## src/rtl/pe_load_sequencer.sv

```systemverilog
// PE load/compute initiator: streams one kernel and one activation tile from the GLB into a PE, then collects NUM_OUT psums.
// Optional macro PSUM_RELU_EN clamps negative psums to zero before they are written.
module pe_load_sequencer #(
    parameter int DATA_BITWIDTH = 16,
    parameter int ADDR_BITWIDTH = 10,
    parameter int KERNEL_SIZE   = 3,
    parameter int ACT_SIZE      = 5,
    parameter int W_BASE        = 0,
    parameter int A_BASE        = 64,
    parameter int PSUM_BASE     = 0
) (
    input  logic                     clk,
    input  logic                     reset,
    input  logic                     go,
    output logic                     busy,
    output logic                     done,
    output logic                     glb_rd_en,
    output logic [ADDR_BITWIDTH-1:0] glb_rd_addr,
    input  logic [DATA_BITWIDTH-1:0] glb_rd_data,
    output logic                     pe_load_en_wght,
    output logic                     pe_load_en_act,
    output logic [DATA_BITWIDTH-1:0] pe_filt,
    output logic [DATA_BITWIDTH-1:0] pe_act,
    input  logic                     pe_load_done,
    output logic                     pe_start,
    input  logic                     pe_compute_done,
    input  logic [DATA_BITWIDTH-1:0] pe_out,
    output logic                     ps_wr_en,
    output logic [ADDR_BITWIDTH-1:0] ps_wr_addr,
    output logic [DATA_BITWIDTH-1:0] ps_wr_data
);

    localparam int W_CNT   = KERNEL_SIZE * KERNEL_SIZE;
    localparam int A_CNT   = ACT_SIZE * ACT_SIZE;
    localparam int NUM_OUT = ACT_SIZE - KERNEL_SIZE + 1;
    localparam int MAX_CNT = (A_CNT > W_CNT) ? A_CNT : W_CNT;
    localparam int CNT_W   = $clog2(MAX_CNT + 1);
    localparam int OCNT_W  = $clog2(NUM_OUT + 1);

    typedef enum logic [3:0] {
        IDLE,
        LW_FETCH,
        LW_WAIT,
        LA_FETCH,
        LA_WAIT,
        START,
        WAIT_CD,
        CAPTURE,
        GAP,
        DONE
    } state_t;

    state_t              state, state_nx;
    logic [CNT_W-1:0]    cnt, cnt_nx;
    logic [OCNT_W-1:0]   out_cnt, out_cnt_nx;
    logic                cd_prev;
    logic                rd_v, rd_act, rd_first;
    logic [DATA_BITWIDTH-1:0] psum_val;

`ifdef PSUM_RELU_EN
    assign psum_val = pe_out[DATA_BITWIDTH-1] ? '0 : pe_out;
`else
    assign psum_val = pe_out;
`endif

    // GLB data lands one cycle after the read; tag it with phase and first-element so the stream register can route it.
    always_ff @(posedge clk or negedge reset) begin
        if (!reset) begin
            state           <= IDLE;
            cnt             <= '0;
            out_cnt         <= '0;
            cd_prev         <= 1'b0;
            rd_v            <= 1'b0;
            rd_act          <= 1'b0;
            rd_first        <= 1'b0;
            pe_filt         <= '0;
            pe_act          <= '0;
            pe_load_en_wght <= 1'b0;
            pe_load_en_act  <= 1'b0;
        end else begin
            state           <= state_nx;
            cnt             <= cnt_nx;
            out_cnt         <= out_cnt_nx;
            cd_prev         <= pe_compute_done;
            rd_v            <= glb_rd_en;
            rd_act          <= (state == LA_FETCH);
            rd_first        <= (cnt == '0);
            pe_load_en_wght <= rd_v && !rd_act && rd_first;
            pe_load_en_act  <= rd_v && rd_act && rd_first;
            if (rd_v && !rd_act) pe_filt <= glb_rd_data;
            if (rd_v && rd_act)  pe_act  <= glb_rd_data;
        end
    end

    always_comb begin
        state_nx    = state;
        cnt_nx      = cnt;
        out_cnt_nx  = out_cnt;
        busy        = 1'b1;
        done        = 1'b0;
        glb_rd_en   = 1'b0;
        glb_rd_addr = '0;
        pe_start    = 1'b0;
        ps_wr_en    = 1'b0;
        ps_wr_addr  = '0;
        ps_wr_data  = '0;
        case (state)
            IDLE: begin
                busy = 1'b0;
                if (go) begin
                    state_nx = LW_FETCH;
                    cnt_nx   = '0;
                end
            end
            LW_FETCH: begin
                glb_rd_en   = 1'b1;
                glb_rd_addr = ADDR_BITWIDTH'(W_BASE) + ADDR_BITWIDTH'(cnt);
                if (cnt == CNT_W'(W_CNT - 1)) begin
                    cnt_nx   = '0;
                    state_nx = LW_WAIT;
                end else begin
                    cnt_nx = cnt + 1'b1;
                end
            end
            LW_WAIT: begin
                if (pe_load_done) state_nx = LA_FETCH;
            end
            LA_FETCH: begin
                glb_rd_en   = 1'b1;
                glb_rd_addr = ADDR_BITWIDTH'(A_BASE) + ADDR_BITWIDTH'(cnt);
                if (cnt == CNT_W'(A_CNT - 1)) begin
                    cnt_nx   = '0;
                    state_nx = LA_WAIT;
                end else begin
                    cnt_nx = cnt + 1'b1;
                end
            end
            LA_WAIT: begin
                if (pe_load_done) begin
                    out_cnt_nx = '0;
                    state_nx   = START;
                end
            end
            START: begin
                pe_start = 1'b1;
                state_nx = WAIT_CD;
            end
            WAIT_CD: begin
                // Only a fresh 0->1 transition counts; a level left high from the previous compute is ignored.
                if (pe_compute_done && !cd_prev) state_nx = CAPTURE;
            end
            CAPTURE: begin
                ps_wr_en   = 1'b1;
                ps_wr_addr = ADDR_BITWIDTH'(PSUM_BASE) + ADDR_BITWIDTH'(out_cnt);
                ps_wr_data = psum_val;
                out_cnt_nx = out_cnt + 1'b1;
                state_nx   = (out_cnt == OCNT_W'(NUM_OUT - 1)) ? DONE : GAP;
            end
            GAP: begin
                state_nx = START;
            end
            DONE: begin
                busy     = 1'b0;
                done     = 1'b1;
                state_nx = IDLE;
            end
            default: begin
                busy     = 1'b0;
                state_nx = IDLE;
            end
        endcase
    end

endmodule

```

## config.mk

```make
export PLATFORM = sky130hd
export DESIGN_NAME = pe_load_sequencer
export DESIGN_NICKNAME = d
export VERILOG_FILES = /design/src/rtl/pe_load_sequencer.sv
export SDC_FILE = /design/constraint.sdc
export NUM_CORES = 1
export LEC_CHECK = 0
export ABC_CLOCK_PERIOD_IN_PS = 3100
export CORE_MARGIN = 2
export CORE_UTILIZATION = 44
export DETAILED_ROUTE_END_ITERATION = 8
export PLACE_DENSITY = 0.89
export SLEW_MARGIN = 15
export SYNTH_ARGS = -nofsm -noshare
export SYNTH_HDL_FRONTEND = slang
export SYNTH_SLANG_ARGS = --single-unit
```

## constraint.sdc

```tcl
create_clock -name clk -period 3.1 [get_ports clk]
set_input_delay 0.465 -clock clk [delete_from_list [all_inputs] [get_ports clk]]
set_output_delay 0.465 -clock clk [all_outputs]
set_load 0.05 [all_outputs]
```

== Word level (Yosys, flattened, before mapping) ==
Cells that the tools add are included.

* Shift-type cells: 0
* Add/sub/neg operators: 3
* Divide/modulo/power cells: 0
* Mux-type cells: 22
* Bitwise logic cells: 0
* Magnitude comparators: 0
* Reductions and logical operators: 16
* $mul: 0
* Equality and inequality tests: 18

{| class="wikitable"
|+ Operators with widths
! cell !! number
|-
| $pmux 4 s9 || 1
|-
| $mux 4 || 6
|-
| $eq 4x3->1 const B || 4
|-
| $mux 16 || 1
|-
| $pmux 8 s2 || 1
|-
| $mux 5 || 3
|-
| $pmux 5 s3 || 1
|-
| $ne 2x2->1 const B || 5
|-
| $add 7x5->8 const A || 1
|-
| $eq 4x2->1 const B || 2
|-
| $eq 4x4->1 const B || 2
|-
| $reduce_or 8->1 || 1
|-
| $mux 1 || 6
|-
| $reduce_and 6->1 || 1
|-
| $add 5x1->5 const B || 1
|-
| $eq 5x4->1 const B || 1
|-
| $eq 5x5->1 const B || 1
|-
| $logic_and 1x1->1 || 5
|-
| $logic_not 5->1 || 1
|-
| $eq 4x1->1 const B || 1
|-
| $logic_not 4->1 || 1
|-
| $mux 2 || 2
|-
| $pmux 2 s2 || 1
|-
| $reduce_and 2->1 || 2
|-
| other kinds (7) || 8
|}

* Bits in latches: 0
* Memories kept: 0
* Memory bits (writable): 0
* Input port bits: 37
* Logic and storage cells: 70
* Flip-flop bits (word level): 49
* Bits in read-only memories: 0

== Depth between registers and ports, before layout ==
* Depth after elaboration: 4
* Depth in mapped cells: 7
* Gate-level depth less buffers: 5

== Least setup slack after synthesis ==
OpenSTA, ideal clock, no wires.

* Path kind: register to output
* Start: register state[1]
* End: output done
* Path buffers: 2
* Required time: 2.635 ns
* Data arrival time: 1.794 ns
* Slack: 0.841 ns
* Stages on the path, launching flop included: 4
* Cells stage by stage: dfrtp_1 buf_2 clkbuf_1 nor3_1

* Word-level cells in the longest chain between the ends: 2

{| class="wikitable"
|+ RTL lines
! what !! RTL line !! text
|-
| start, declared || 53 || <nowiki>state_t state, state_nx;</nowiki>
|-
| start signal, assigned || 81 || <nowiki>state <= state_nx;</nowiki>
|-
| $eq 4x4->1 || 107 || <nowiki>case (state)</nowiki>
|-
| $mux 1 || 107 ||
|-
| end, declared || 16 || <nowiki>output logic done,</nowiki>
|}

Every way passes these cells.

== Worst setup path after layout ==
* Start: register state[2]
* End: output ps_wr_addr[0]

* Word-level cells in the longest chain between the ends: 2

{| class="wikitable"
|+ RTL lines
! what !! RTL line !! text
|-
| $eq 4x3->1 || 107 ||
|-
| $mux 2 || 107 ||
|-
| end, declared || 29 || <nowiki>output logic [ADDR_BITWIDTH-1:0] ps_wr_addr,</nowiki>
|}

Every way passes these cells.

==> impl_metrics.prom <==
# TYPE chip_impl_metric gauge
chip_impl_info{name="synth_ff_type",value="dfrtp_1"} 1
chip_impl_info{name="critical_path.reg2reg.endpoint",value="state[1]"} 1
chip_impl_metric{name="grt_pass1_vias",unit=""} 1802
chip_impl_metric{name="drt_iter0_markers",unit=""} 122
chip_impl_metric{name="synth_warnings",unit=""} 0
chip_impl_info{name="crit_end",value="ps_wr_addr[0]"} 1
chip_impl_metric{name="fmaxAchievable",unit="MHz"} 344
chip_impl_info{name="ctsRootBufferMaster",value="clkbuf_8"} 1
chip_impl_metric{name="clk_pin_slew",unit="ns"} 0.09
chip_impl_info{name="critPathKind",value="flip-flop to output port"} 1
chip_impl_info{name="synth_common_cells",value="49 x dfrtp_1, 33 x mux2_2, 18 x and2_1"} 1
chip_impl_metric{name="fin_crit",unit="ns"} 2.91
chip_impl_metric{name="drive_above_1_share",unit=""} 0.169
chip_impl_metric{name="post-synth-top-area-fraction",unit=""} 0.520
chip_impl_info{name="crit_family",value="buffers and inverters"} 1
chip_impl_metric{name="detail_route.wl_per_cell",unit="um"} 14.6
chip_impl_info{name="critical_path.cell_chain",value="nor2b_4, and3_4, and2_4, clkdlybuf4s50_1"} 1
chip_impl_metric{name="worstPathRequired",unit="ns"} 2.63
chip_impl_metric{name="worstSkewPairLatency",unit="ns"} 0.30
chip_impl_metric{name="dieArea",unit="um2"} 5970
chip_impl_metric{name="reg2reg_depth",unit=""} 5
chip_impl_metric{name="fin_crit_sh",unit=""} 0.938
chip_impl_metric{name="chipHeight",unit="um"} 77.2
chip_impl_metric{name="post_route_setup_tns",unit="ns"} 0
chip_impl_metric{name="initial_utilization",unit=""} 0.459
chip_impl_info{name="critical-path-slowest-cell",value="clkdlybuf4s50_1"} 1
chip_impl_metric{name="htree_num_levels",unit=""} 2
chip_impl_metric{name="timing.slew.headroom",unit=""} 0.551
chip_impl_metric{name="antennaDiodeCount",unit=""} 0
chip_impl_metric{name="cp_max_stage_delay",unit="ns"} 0.79
chip_impl_metric{name="worst_slew_pin_slew",unit="ns"} 0.672
chip_impl_metric{name="worstSetupPathDepth",unit=""} 4
chip_impl_metric{name="postRouteAntennaNets",unit=""} 0
chip_impl_metric{name="synth-edff-count",unit=""} 0
chip_impl_metric{name="io_pins",unit=""} 112
chip_impl_metric{name="layout.nets",unit=""} 335
chip_impl_metric{name="cts.sink_count",unit=""} 49
chip_impl_metric{name="drv_slew",unit=""} 0
chip_impl_info{name="crit_path_start_kind",value="flip-flop"} 1
chip_impl_info{name="tritoncts_clock_tree",value="done"} 1
chip_impl_metric{name="cp_data_arrival_time",unit="ns"} 2.44
chip_impl_metric{name="drt_first_pass_iters",unit=""} 4
chip_impl_metric{name="setup-violations-final",unit=""} 0
chip_impl_metric{name="detail_route.wirelength",unit="mm"} 5.33
chip_impl_metric{name="area_delta_synth_final",unit="%"} 46.6
chip_impl_metric{name="critical_path.max_fanout",unit=""} 20
chip_impl_metric{name="globalRouteTotalUtil",unit=""} 0.187
chip_impl_metric{name="drt-vias-per-instance",unit=""} 4.95
chip_impl_metric{name="synthesis.area_per_instance",unit="um2"} 11.9
chip_impl_metric{name="post_syn_area",unit="um2"} 2360
chip_impl_metric{name="initial_antenna_violation_count",unit=""} 0
chip_impl_metric{name="pin_count_of_the_biggest_net_entering_global_routing",unit=""} 50
chip_impl_metric{name="place.gp.congestion",unit=""} 0.848
chip_impl_metric{name="cts_setup_buffers",unit=""} 0
chip_impl_metric{name="synth_async_sr_flop_share",unit=""} 1.00
chip_impl_metric{name="detailroute.via_count",unit=""} 1812
chip_impl_info{name="crit-reg2reg-launch",value="state[1]"} 1
chip_impl_metric{name="dpl_hpwl",unit="mm"} 4.04
chip_impl_info{name="synthMostInstantiatedCell",value="dfrtp_1"} 1
chip_impl_metric{name="drc",unit=""} 0
chip_impl_metric{name="io_port_bufs",unit=""} 99
chip_impl_metric{name="core_region_area",unit="um2"} 5140
chip_impl_metric{name="placementRows",unit=""} 26
chip_impl_info{name="worst_hold_path_type",value="input port to asynchronous set/reset pin"} 1
chip_impl_info{name="timing.critical_path.from",value="state[2]"} 1
chip_impl_metric{name="finClkSkew",unit="ns"} 0.00670
chip_impl_metric{name="grt-ovfl-total",unit=""} 0
chip_impl_info{name="synth_area_leaders",value="dfrtp_1 52%, mux2_2 16%, and2_1 4.8%"} 1
chip_impl_metric{name="die_width",unit="um"} 77.2
chip_impl_metric{name="grt_first_pass_wirelength",unit="mm"} 8.75
chip_impl_metric{name="clock_path_buffers",unit=""} 2
chip_impl_info{name="grt_setup_unrepaired",value="false"} 1
chip_impl_metric{name="reg2reg_slack",unit="ns"} 1.17
chip_impl_metric{name="max-cap-violations",unit=""} 0
chip_impl_metric{name="synth_sequential_area_ratio",unit=""} 0.520
chip_impl_metric{name="synth.ff_latch_count",unit=""} 49
chip_impl_metric{name="cts.repair.resized",unit=""} 0
chip_impl_metric{name="tritoncts.num_buffers",unit=""} 5
chip_impl_metric{name="postCtsHoldBufs",unit=""} 0
chip_impl_info{name="crit_path_end_kind",value="output port"} 1
chip_impl_metric{name="worst-path-buf-inv",unit=""} 1
chip_impl_metric{name="post_synth_num_cell_types",unit=""} 38
chip_impl_info{name="run_status",value="completed"} 1
chip_impl_metric{name="finalHoldViolations",unit=""} 0
chip_impl_metric{name="synth_cells",unit=""} 198
chip_impl_info{name="post-synth-top-area-cell",value="dfrtp_1"} 1
-- kinds of logic (layout without fill, tap and decap cells) --
group | count (synthesis) | after routing | synth area share
buf+inv | 29 | 116 | 0.0779
mux | 35 | 35 | 0.166
fa+ha+maj | 3 | 3 | 0.0159
simple gates | 57 | 57 | 0.147
xor+xnor | 3 | 3 | 0.0111
compound gates | 21 | 21 | 0.0605
flops | 49 | 49 | 0.520
other cells | 1 | 12 | 0.00159
-- routing by layer --
layer / part of all wire / track usage
met3: 0.082 / 0.0541
met2: 0.50 / 0.332
met5: 0 / 0
met1: 0.40 / 0.216
met4: 0.017 / 0.0607
-- flip-flops by register name, summed over array words and instances, names as in the netlist --
name	count
rd_act	1
cd_prev	1
state	4
pe_load_en_act	1
out_cnt	2
pe_load_en_wght	1
rd_v	1
cnt	5
pe_act	16
pe_filt	16
rd_first	1
-- layout by cell type, fill, tap and decap left out, drive strengths merged, types with 2 or more instances in the layout --
cell type	synthesis	routed
nand2	7	7
nor2b	4	4
and3	10	10
nor3	4	4
mux2	33	33
clkdlybuf4s50	0	98
a21oi	4	4
conb	1	12
buf	21	4
a211oi	2	2
dfrtp	49	49
o21ai	5	5
a31oi	3	3
inv	6	6
nand3	5	5
ha	3	3
nor2	5	5
mux2i	2	2
xnor2	2	2
clkbuf	2	6
and2	19	19
-- metrics by stage --
step | area, um2 | utilization | worst slack (ns) | cells | hold WS (ns)
4_1_cts | 3460 | 0.672 | 0.185 | 366 | 0.374
6_report | 3460 | 0.673 | 0.193 | 366 | 0.157
3_3_place_gp | 3340 | 0.649 | 0.565 | 358 | 0.454
2_1_floorplan | 2400 | - | 0.841 | 209 | 0.169
3_5_place_dp | 3340 | 0.649 | 0.522 | 358 | 0.487
5_1_grt | 3460 | 0.673 | 0.0547 | 366 | 0.217
-- worst min-delay path by stage --
| stage | from | end | slack, ns | cells after the start |
|---|---|---|---|---|
| 2_1_floorplan | reset | cd_prev | 0.17 | 0 |
| 3_3_place_gp | rd_first | pe_load_en_wght | 0.45 | 1 |
| 3_5_place_dp | rd_first | pe_load_en_wght | 0.49 | 1 |
| 4_1_cts | reset | pe_act[0] | 0.37 | 1 |
| 5_1_grt | reset | pe_act[0] | 0.22 | 1 |
| 6_report | reset | pe_act[0] | 0.16 | 1 |
-- cell type report --
type                    count  area (um2)
clock buffers               6        82.6
clock inverters             2        37.5
fillers                   397        1680
inverters                   6        22.5
multi-input cells         131         991
flip-flops and latches     49        1230
well taps                  70        87.6
repair buffers            102        1010
Power is not shown: default switching activity piles up to over one toggle a cycle in this logic, so the estimate is an artifact.
